==> src/rtl/cache_update_pkg.sv <==
// Shared definitions for the cache update (write-side) path: command
// type codes, FSM state encodings and default array geometry.
package cache_update_pkg;

   localparam int CACHE_INDEX_W = 7;
   localparam int SRAM_TAG_W    = 8;
   localparam int SRAM_DATA_W   = 32;
   localparam int SRAM_ADDR_W   = 8;

   typedef enum logic [1:0] {
      UPD_TOUCH  = 2'd0,
      UPD_WHIT   = 2'd1,
      UPD_REFILL = 2'd2,
      UPD_INVAL  = 2'd3
   } upd_type_e;

   typedef enum logic [1:0] {
      UPD_IDLE  = 2'd0,
      UPD_ARB   = 2'd1,
      UPD_WRITE = 2'd2,
      UPD_DONE  = 2'd3
   } upd_state_e;

   // Only commands that touch the tag/data SRAMs go through the arbiter.
   function automatic logic upd_needs_sram(input logic [1:0] t);
      return (t == UPD_WHIT) || (t == UPD_REFILL);
   endfunction

endpackage

==> src/rtl/cache_update_way_dec.sv <==
// Per-way strobe decode: turns (way, command type, in-WRITE) into the
// SRAM enables and valid/dirty array write enables for each way.
module cache_update_way_dec
   import cache_update_pkg::*;
(
   input  logic       wr,
   input  logic       way,
   input  logic [1:0] typ,
   output logic [1:0] data_en,
   output logic [1:0] tag_en,
   output logic [1:0] value_wen,
   output logic [1:0] dirty_wen,
   output logic       lru_wen
);

   logic uses_data, uses_tag, uses_value, uses_dirty;

   // Which arrays each command type writes.
   always_comb begin
      uses_data  = (typ == UPD_WHIT) || (typ == UPD_REFILL);
      uses_tag   = (typ == UPD_REFILL);
      uses_value = (typ == UPD_REFILL) || (typ == UPD_INVAL);
      uses_dirty = (typ != UPD_TOUCH);
   end

   // Every command updates LRU, so it only needs the WRITE qualifier.
   assign lru_wen = wr;

   for (genvar w = 0; w < 2; w++) begin : g_way
      logic sel;
      assign sel          = wr && (way == 1'(w));
      assign data_en[w]   = sel && uses_data;
      assign tag_en[w]    = sel && uses_tag;
      assign value_wen[w] = sel && uses_value;
      assign dirty_wen[w] = sel && uses_dirty;
   end

endmodule

==> src/rtl/cache_update.sv <==
// Cache update path: captures one update command (TOUCH/WHIT/REFILL/INVAL),
// arbitrates for the SRAM ports when needed and performs a single-cycle
// write into the tag/data SRAMs and the valid/dirty/LRU arrays.
// Optional: define CACHE_UPD_ERR_EN to add the sticky upd_err flag and the
// upd_value_chk input.
module cache_update
   import cache_update_pkg::*;
#(
   parameter int INDEX_W = CACHE_INDEX_W,
   parameter int TAG_W   = SRAM_TAG_W,
   parameter int DATA_W  = SRAM_DATA_W,
   parameter int ADDR_W  = SRAM_ADDR_W
) (
   input  logic               clk,
   input  logic               reset,
   input  logic               upd_req,
   input  logic [1:0]         upd_type,
   input  logic               upd_way,
   input  logic [INDEX_W-1:0] upd_index,
   input  logic [TAG_W-1:0]   upd_tag,
   input  logic [DATA_W-1:0]  upd_wdata,
   input  logic               upd_dirty,
   output logic               upd_busy,
   output logic               upd_done,
   output logic               upd_arb,
   input  logic               upd_gnt,
   output logic               upd_data_cen0,
   output logic               upd_data_wen0,
   output logic [ADDR_W-1:0]  upd_data_addr0,
   output logic [DATA_W-1:0]  upd_data_wdata0,
   output logic               upd_data_cen1,
   output logic               upd_data_wen1,
   output logic [ADDR_W-1:0]  upd_data_addr1,
   output logic [DATA_W-1:0]  upd_data_wdata1,
   output logic               upd_tag_cen0,
   output logic               upd_tag_wen0,
   output logic [ADDR_W-1:0]  upd_tag_addr0,
   output logic [TAG_W-1:0]   upd_tag_wdata0,
   output logic               upd_tag_cen1,
   output logic               upd_tag_wen1,
   output logic [ADDR_W-1:0]  upd_tag_addr1,
   output logic [TAG_W-1:0]   upd_tag_wdata1,
   output logic               upd_value_wen0,
   output logic               upd_value_wen1,
   output logic [INDEX_W-1:0] upd_value_waddr,
   output logic               upd_value_wdata,
   output logic               upd_dirty_wen0,
   output logic               upd_dirty_wen1,
   output logic [INDEX_W-1:0] upd_dirty_waddr,
   output logic               upd_dirty_wdata,
   output logic               upd_lru_wen,
   output logic [INDEX_W-1:0] upd_lru_waddr,
   output logic               upd_lru_wdata
`ifdef CACHE_UPD_ERR_EN
   ,
   input  logic               upd_value_chk,
   output logic               upd_err
`endif
);

   upd_state_e         state;
   logic [1:0]         cmd_type;
   logic               cmd_way;
   logic [INDEX_W-1:0] cmd_index;
   logic [TAG_W-1:0]   cmd_tag;
   logic [DATA_W-1:0]  cmd_wdata;
   logic               cmd_dirty;

   logic               wr;
   logic [1:0]         data_en, tag_en, value_wen, dirty_wen;
   logic [ADDR_W-1:0]  sram_addr;
   logic [INDEX_W-1:0] arr_addr;

   // Command capture and sequencing; requests are only accepted in IDLE.
   always_ff @(posedge clk or posedge reset) begin
      if (reset) begin
         state     <= UPD_IDLE;
         cmd_type  <= UPD_TOUCH;
         cmd_way   <= 1'b0;
         cmd_index <= '0;
         cmd_tag   <= '0;
         cmd_wdata <= '0;
         cmd_dirty <= 1'b0;
      end else begin
         case (state)
            UPD_IDLE: if (upd_req) begin
               cmd_type  <= upd_type;
               cmd_way   <= upd_way;
               cmd_index <= upd_index;
               cmd_tag   <= upd_tag;
               cmd_wdata <= upd_wdata;
               cmd_dirty <= upd_dirty;
               state     <= upd_needs_sram(upd_type) ? UPD_ARB : UPD_WRITE;
            end
            UPD_ARB:   if (upd_gnt) state <= UPD_WRITE;
            UPD_WRITE: state <= UPD_DONE;
            default:   state <= UPD_IDLE;
         endcase
      end
   end

`ifdef CACHE_UPD_ERR_EN
   // Sticky error: request while busy, or write hit on a line reported invalid.
   always_ff @(posedge clk or posedge reset) begin
      if (reset)
         upd_err <= 1'b0;
      else if (upd_req && (upd_busy ||
               (upd_type == UPD_WHIT && !upd_value_chk)))
         upd_err <= 1'b1;
   end
`endif

   assign wr       = (state == UPD_WRITE);
   assign upd_busy = (state != UPD_IDLE);
   assign upd_done = (state == UPD_DONE);
   assign upd_arb  = (state == UPD_ARB);

   cache_update_way_dec u_way_dec (
      .wr        (wr),
      .way       (cmd_way),
      .typ       (cmd_type),
      .data_en   (data_en),
      .tag_en    (tag_en),
      .value_wen (value_wen),
      .dirty_wen (dirty_wen),
      .lru_wen   (upd_lru_wen)
   );

   // Addresses and write data are held at zero outside the WRITE cycle.
   always_comb begin
      sram_addr = wr ? ADDR_W'(cmd_index) : '0;
      arr_addr  = wr ? cmd_index : '0;
   end

   assign upd_data_cen0   = data_en[0];
   assign upd_data_wen0   = data_en[0];
   assign upd_data_cen1   = data_en[1];
   assign upd_data_wen1   = data_en[1];
   assign upd_data_addr0  = sram_addr;
   assign upd_data_addr1  = sram_addr;
   assign upd_data_wdata0 = wr ? cmd_wdata : '0;
   assign upd_data_wdata1 = wr ? cmd_wdata : '0;

   assign upd_tag_cen0    = tag_en[0];
   assign upd_tag_wen0    = tag_en[0];
   assign upd_tag_cen1    = tag_en[1];
   assign upd_tag_wen1    = tag_en[1];
   assign upd_tag_addr0   = sram_addr;
   assign upd_tag_addr1   = sram_addr;
   assign upd_tag_wdata0  = wr ? cmd_tag : '0;
   assign upd_tag_wdata1  = wr ? cmd_tag : '0;

   assign upd_value_wen0  = value_wen[0];
   assign upd_value_wen1  = value_wen[1];
   assign upd_value_waddr = arr_addr;
   assign upd_value_wdata = wr && (cmd_type == UPD_REFILL);

   assign upd_dirty_wen0  = dirty_wen[0];
   assign upd_dirty_wen1  = dirty_wen[1];
   assign upd_dirty_waddr = arr_addr;
   assign upd_dirty_wdata = wr && ((cmd_type == UPD_WHIT) ||
                                   (cmd_type == UPD_REFILL && cmd_dirty));

   // LRU stores the MRU way; INVAL points it away from the dropped way.
   assign upd_lru_waddr   = arr_addr;
   assign upd_lru_wdata   = wr && ((cmd_type == UPD_INVAL) ? !cmd_way : cmd_way);

endmodule

==> config.mk <==
export PLATFORM = sky130hd
export DESIGN_NAME = cache_update
export DESIGN_NICKNAME = d
export VERILOG_FILES = /design/src/rtl/cache_update_pkg.sv /design/src/rtl/cache_update_way_dec.sv /design/src/rtl/cache_update.sv
export SDC_FILE = /design/constraint.sdc
export NUM_CORES = 1
export LEC_CHECK = 0
export ABC_AREA = 1
export CORE_ASPECT_RATIO = 1.4
export CORE_MARGIN = 1.5
export CORE_UTILIZATION = 40
export DETAILED_ROUTE_END_ITERATION = 12
export GPL_TIMING_DRIVEN = 0
export PLACE_DENSITY = 0.9
export SKIP_LAST_GASP = 1
export SLEW_MARGIN = 15
export SYNTH_ARGS = -nofsm -noshare
export SYNTH_HDL_FRONTEND = slang
export SYNTH_SLANG_ARGS = --single-unit
==> constraint.sdc <==
create_clock -name clk -period 4.31 [get_ports clk]
set_input_delay 0.431 -clock clk [delete_from_list [all_inputs] [get_ports clk]]
set_output_delay 0.431 -clock clk [all_outputs]
set_load 0.005 [all_outputs]
After elaboration in Yosys (flattened, before gate mapping)
Index checks and enable logic that the tools add are counted.
{"block": "totals", "reg_bits": 53, "output_inout_bits": 152}
{"block": "classes", "eq_ne": 10, "n_mux": 9, "n_bitwise": 1, "reduce_logical": 24}
{"operator": "32-bit two-way mux", "count": 1}
{"operator": "1-bit logical AND", "count": 14}
{"operator": "7-bit two-way mux", "count": 2}
{"operator": "2-bit equality test, second input constant", "count": 5}
{"operator": "8-bit two-way mux", "count": 1}
{"operator": "2-bit by 1-bit equality test with 1-bit output, second input constant", "count": 3}
{"operator": "2-bit two-way mux", "count": 3}
{"operator": "2-bit one-hot mux with 3 select lines", "count": 1}
{"operator": "1-bit logical OR", "count": 4}
{"operator": "2-bit AND reduction", "count": 2}
{"operator": "2-bit nonzero test", "count": 2}
{"operator": "2-bit zero test", "count": 1}
{"operator": "2-bit by 1-bit inequality test with 1-bit output, second input constant", "count": 1}
{"operator": "2-bit inequality test, second input constant", "count": 1}
{"operator": "1-bit zero test", "count": 1}
{"operator": "1-bit two-way mux", "count": 1}
{"operator": "1-bit NOT", "count": 1}

Logic depth before layout (Yosys ltp)
{"block": "logic_depth", "ltp_word": 5, "ltp_mapped": 8, "mapped_depth_nobuf": 7}

Hierarchy
Synthesis repeated with hierarchy kept, for this count alone.
{"block": "hier_totals", "cells_unflattened": 471, "hier_area_um2": 3473.3}
{"mod": "cache_update", "instances": 1, "cells_per_inst": 451, "area_per_inst_um2": 3368.2}
{"mod": "cache_update_way_dec", "instances": 1, "cells_per_inst": 20, "area_per_inst_um2": 105.1}

Worst setup path before layout
No wires, ideal clock.
{"block": "synth_timing", "path_type": "reg-to-output", "start": "register state[0]", "end": "output upd_data_addr1[4]", "arrival_ns": 1.330, "path_slack_ns": 2.549, "path_stages_with_launch": 8, "path_cell_list": "dfrtp_1 inv_1 ha_1 buf_2 buf_2 nand2_1 inv_1 buf_4"}
{"block": "synth_via", "elab_chain_cells": 2}
{"item": "start: declaration", "line_no": "cache_update.sv:61", "text": "upd_state_e state;"}
{"item": "start signal: assignment", "line_no": "cache_update.sv:93", "text": "state <= upd_needs_sram(upd_type) ? UPD_ARB : UPD_WRITE;"}
{"item": "2-bit equality test", "line_no": "cache_update.sv:113", "text": "assign wr = (state == UPD_WRITE);"}
{"item": "named net upd_lru_wen", "line_no": "cache_update.sv:51", "text": "output logic upd_lru_wen,"}
{"item": "7-bit two-way mux", "line_no": "cache_update.sv:131", "text": "sram_addr = wr ? ADDR_W'(cmd_index) : '0;"}
{"item": "end: declaration", "line_no": "cache_update.sv:33", "text": "output logic [ADDR_W-1:0] upd_data_addr1,"}
The timed path passes the listed nets, and every way through them passes these cells.

Worst setup path in the final report
{"block": "layout_timing", "start": "register state[0]", "end": "output upd_dirty_waddr[5]"}
{"block": "layout_via", "elab_chain_cells": 2}
{"item": "2-bit equality test", "line_no": "cache_update.sv:113"}
{"item": "7-bit two-way mux", "line_no": "cache_update.sv:132", "text": "arr_addr = wr ? cmd_index : '0;"}
{"item": "end: declaration", "line_no": "cache_update.sv:49", "text": "output logic [INDEX_W-1:0] upd_dirty_waddr,"}
No other way between the ends.

==> metrics <==
# port buffers=201; # nets final=749; synth-to-layout area growth=66.6%; Num CTS Buffers=5; Avg Inst Size Synth=7.41 µm²; Reg area=1330 µm²; worst r2r src=state[0]; Mapped Cells=472; Slowest-stage cell, CP=clkdlybuf4s50_1; post-synth top area share=37.9%; Cell Pwr Density=581 nW/µm²; RePlAce Congestion=0.875; clk_lat worst skew=0.28 ns; first-pass GRT wire length=about 15000 µm; status=finished clean; Crit. End Element=output port; critical path data required time=about 3.9 ns; Total Power=around 3.4 mW; Setup Buffers After CTS=0; share of cells above drive strength 1=18.2%; synthesis-stage register bit count=53; Die Area=9320 µm²; total gr overflow=0; vias in the first global route=3318; DR vias=3499; WP depth=8; CTS tree=yes; grt met1 use=23.0%; global-route met2 utilization=39.3%; Yosys Warn Count=0; CTS H-tree depth=2; Peak VDD IR=0.303 mV; critical path fanouts, max=10; Fin Clk Skew=between 0.0015 and 0.002 ns; I/O pin count=207; WL/cell=between 10 and 15 µm; CTS Hold Bufs=0; grt peak-use layer=met2; Fill cells=684; FMAX=363 MHz; via density per instance=4.43; Critical Setup Path Class=reg2out; initial DRC count=149; CP delay by family, top=buffers and inverters; Hold WS=0.474 ns; Final period util=64.0%; clock tree sinks=53; initial antenna violation count=0; diode count=0; largest cells by area after synthesis=dfrtp_1 38%, buf_4 21%, nand2_1 17%, nand3_1 7.0%, inv_1 6.9%; Worst setup SP type=flip-flop; drt total wl=9760 µm; placed wire-length estimate=just over 8000 µm; Reg clk slew, reported paths=approximately 0.070 ns; CP arrival=about 2.3 ns; area of placed instances=approximately 5700 µm²; Final ANT Viol Nets=0; cts repair resizes=0; leakage power=3.20 nW; Starting Density=between 40% and 50%; core footprint=8560 µm²; multi-input logic area=1090 µm²; Hold Fails Final Rpt=0; Tightest Pin Transition=0.756 ns; total negative slack=0 ns; post-synth top area cell=dfrtp_1; GR Util met3=under 10%; Buf/Inv on CP=6; CP startpoint=state[0]; CP cell instances=inv_1 -> ha_1 -> buf_2 -> buf_2 -> nand2_1 -> inv_1 -> buf_4 -> clkdlybuf4s50_1; Seq/Total Area, Yosys=between 30 and 40%; final critical-path required period=2.76 ns; fin util=between 60 and 70%; RSZ-0062 raised after global routing=false; DRC viols=0; Die Y=approximately 110 µm; Final Instance Area=5830 µm²; CTS Root Cell=clkbuf_16; Die W=82.0 µm; Rel. slew slack=49.5%; Synth Cell Area=between 3000 and 4000 µm²; GRT Overall Usage=20.9%; R2R depth=7; Max-Cap Viols=0; # setup viols final=0; max incr delay on CP=0.49 ns; num rows=40; count of unique library cells instantiated by Yosys=15; Max Slew Vio Count=0; worst hold-check path type=reg2reg; DR pass1 iterations=4; WHS Path Cells=2; Hold Path Origin=cmd_wdata[4]; clk buf depth=2; largest net degree at the start of global routing=35
cell families after synthesis:
logic type               count (synthesis)  synth area share (%)
other                                    1                 0.107
AO/OA/AOI/OAI                           10                  1.54
flip-flops                              53                  37.9
adder cells (fa/ha/maj)                 10                  3.58
AND/OR/NAND/NOR                        221                  25.7
buffers and inverters                  177                  31.2
state kept, by name (all words and copies together) (netlist names):
name	flops
cmd_type	2
state	2
cmd_tag	8
cmd_dirty	1
cmd_way	1
cmd_wdata	32
cmd_index	7
synth_stat cells:
| cell type | n |
|---|---|
| buf_2 | 10 |
| a21oi_2 | 1 |
| buf_6 | 7 |
| o21ai_0 | 2 |
| nand2_4 | 1 |
| a21oi_1 | 6 |
| inv_1 | 64 |
| nor2_1 | 12 |
| nand3_1 | 49 |
| o21ai_1 | 1 |
| dfrtp_1 | 53 |
| nand2_1 | 159 |
| conb_1 | 1 |
| buf_4 | 96 |
| ha_1 | 10 |
worst min-delay path, delay by kind of cell, from the launching register on:
| kind | cells | cell delay [ns] |
|---|---|---|
| flip-flops | 1 | 0.35 |
| AND/OR/NAND/NOR | 2 | 0.09 |
cells in the final DEF (no fill, tap or decap), types with 2 or more instances in the layout:
cell | Yosys | final
conb_1 | 1 | 4
clkdlybuf4s50_1 | 0 | 201
ha_1 | 10 | 10
buf_2 | 10 | 10
inv_1 | 64 | 63
nand2_1 | 159 | 159
clkinvlp_4 | 0 | 3
a21oi_1 | 6 | 6
buf_4 | 96 | 96
clkbuf_16 | 0 | 5
o21ai_0 | 2 | 2
dfrtp_1 | 53 | 53
nor2_1 | 12 | 12
buf_6 | 7 | 7
nand3_1 | 49 | 49
per-stage QoR:
stage	std cells	setup slack, ns
2_1_floorplan	475	2.55
3_3_place_gp	781	1.70
3_5_place_dp	782	1.82
4_1_cts	790	1.50
5_1_grt	790	1.39
6_report	790	1.55
path summary, 6_finish.rpt:
| path | slack [ns] | endpoint |
|---|---|---|
| setup / recovery | 1.55 | upd_dirty_waddr[5] |
| hold / removal | 0.47 | cmd_wdata[4] |
| hold reg to reg | 0.47 | cmd_wdata[4] |
| setup reg to reg | 2.88 | cmd_wdata[13] |
| min in group asynchronous | 0.61 | cmd_wdata[17] |
| max in group asynchronous | 3.14 | cmd_index[3] |
metal layers:
layer	wire length (µm)	vias to the layer above	part of all wire, %
met1	3600	1586	37
met2	5280	168	54
met4	170	0	1.7
met5	0	-	0
li1	-	1731	-
met3	703	14	7.2
power breakdown:
group / internal [mW] / switching, mW
registers: 0.732 / 0.142
logic: 1.25 / 0.868
clock network: 0.215 / 0.181
layout make-up:
cell class	instances	area share [%]
Timing Repair Buffer	202	35.0
Multi-Input combinational cell	245	18.7
Tap cell	105	2.25
Inverter	64	4.12
Buffer	113	14.6
Clock buffer	5	2.15
Sequential cell	53	22.8
Clock inverter	3	0.387
No activity file was read; power rests on OpenSTA's default activity.
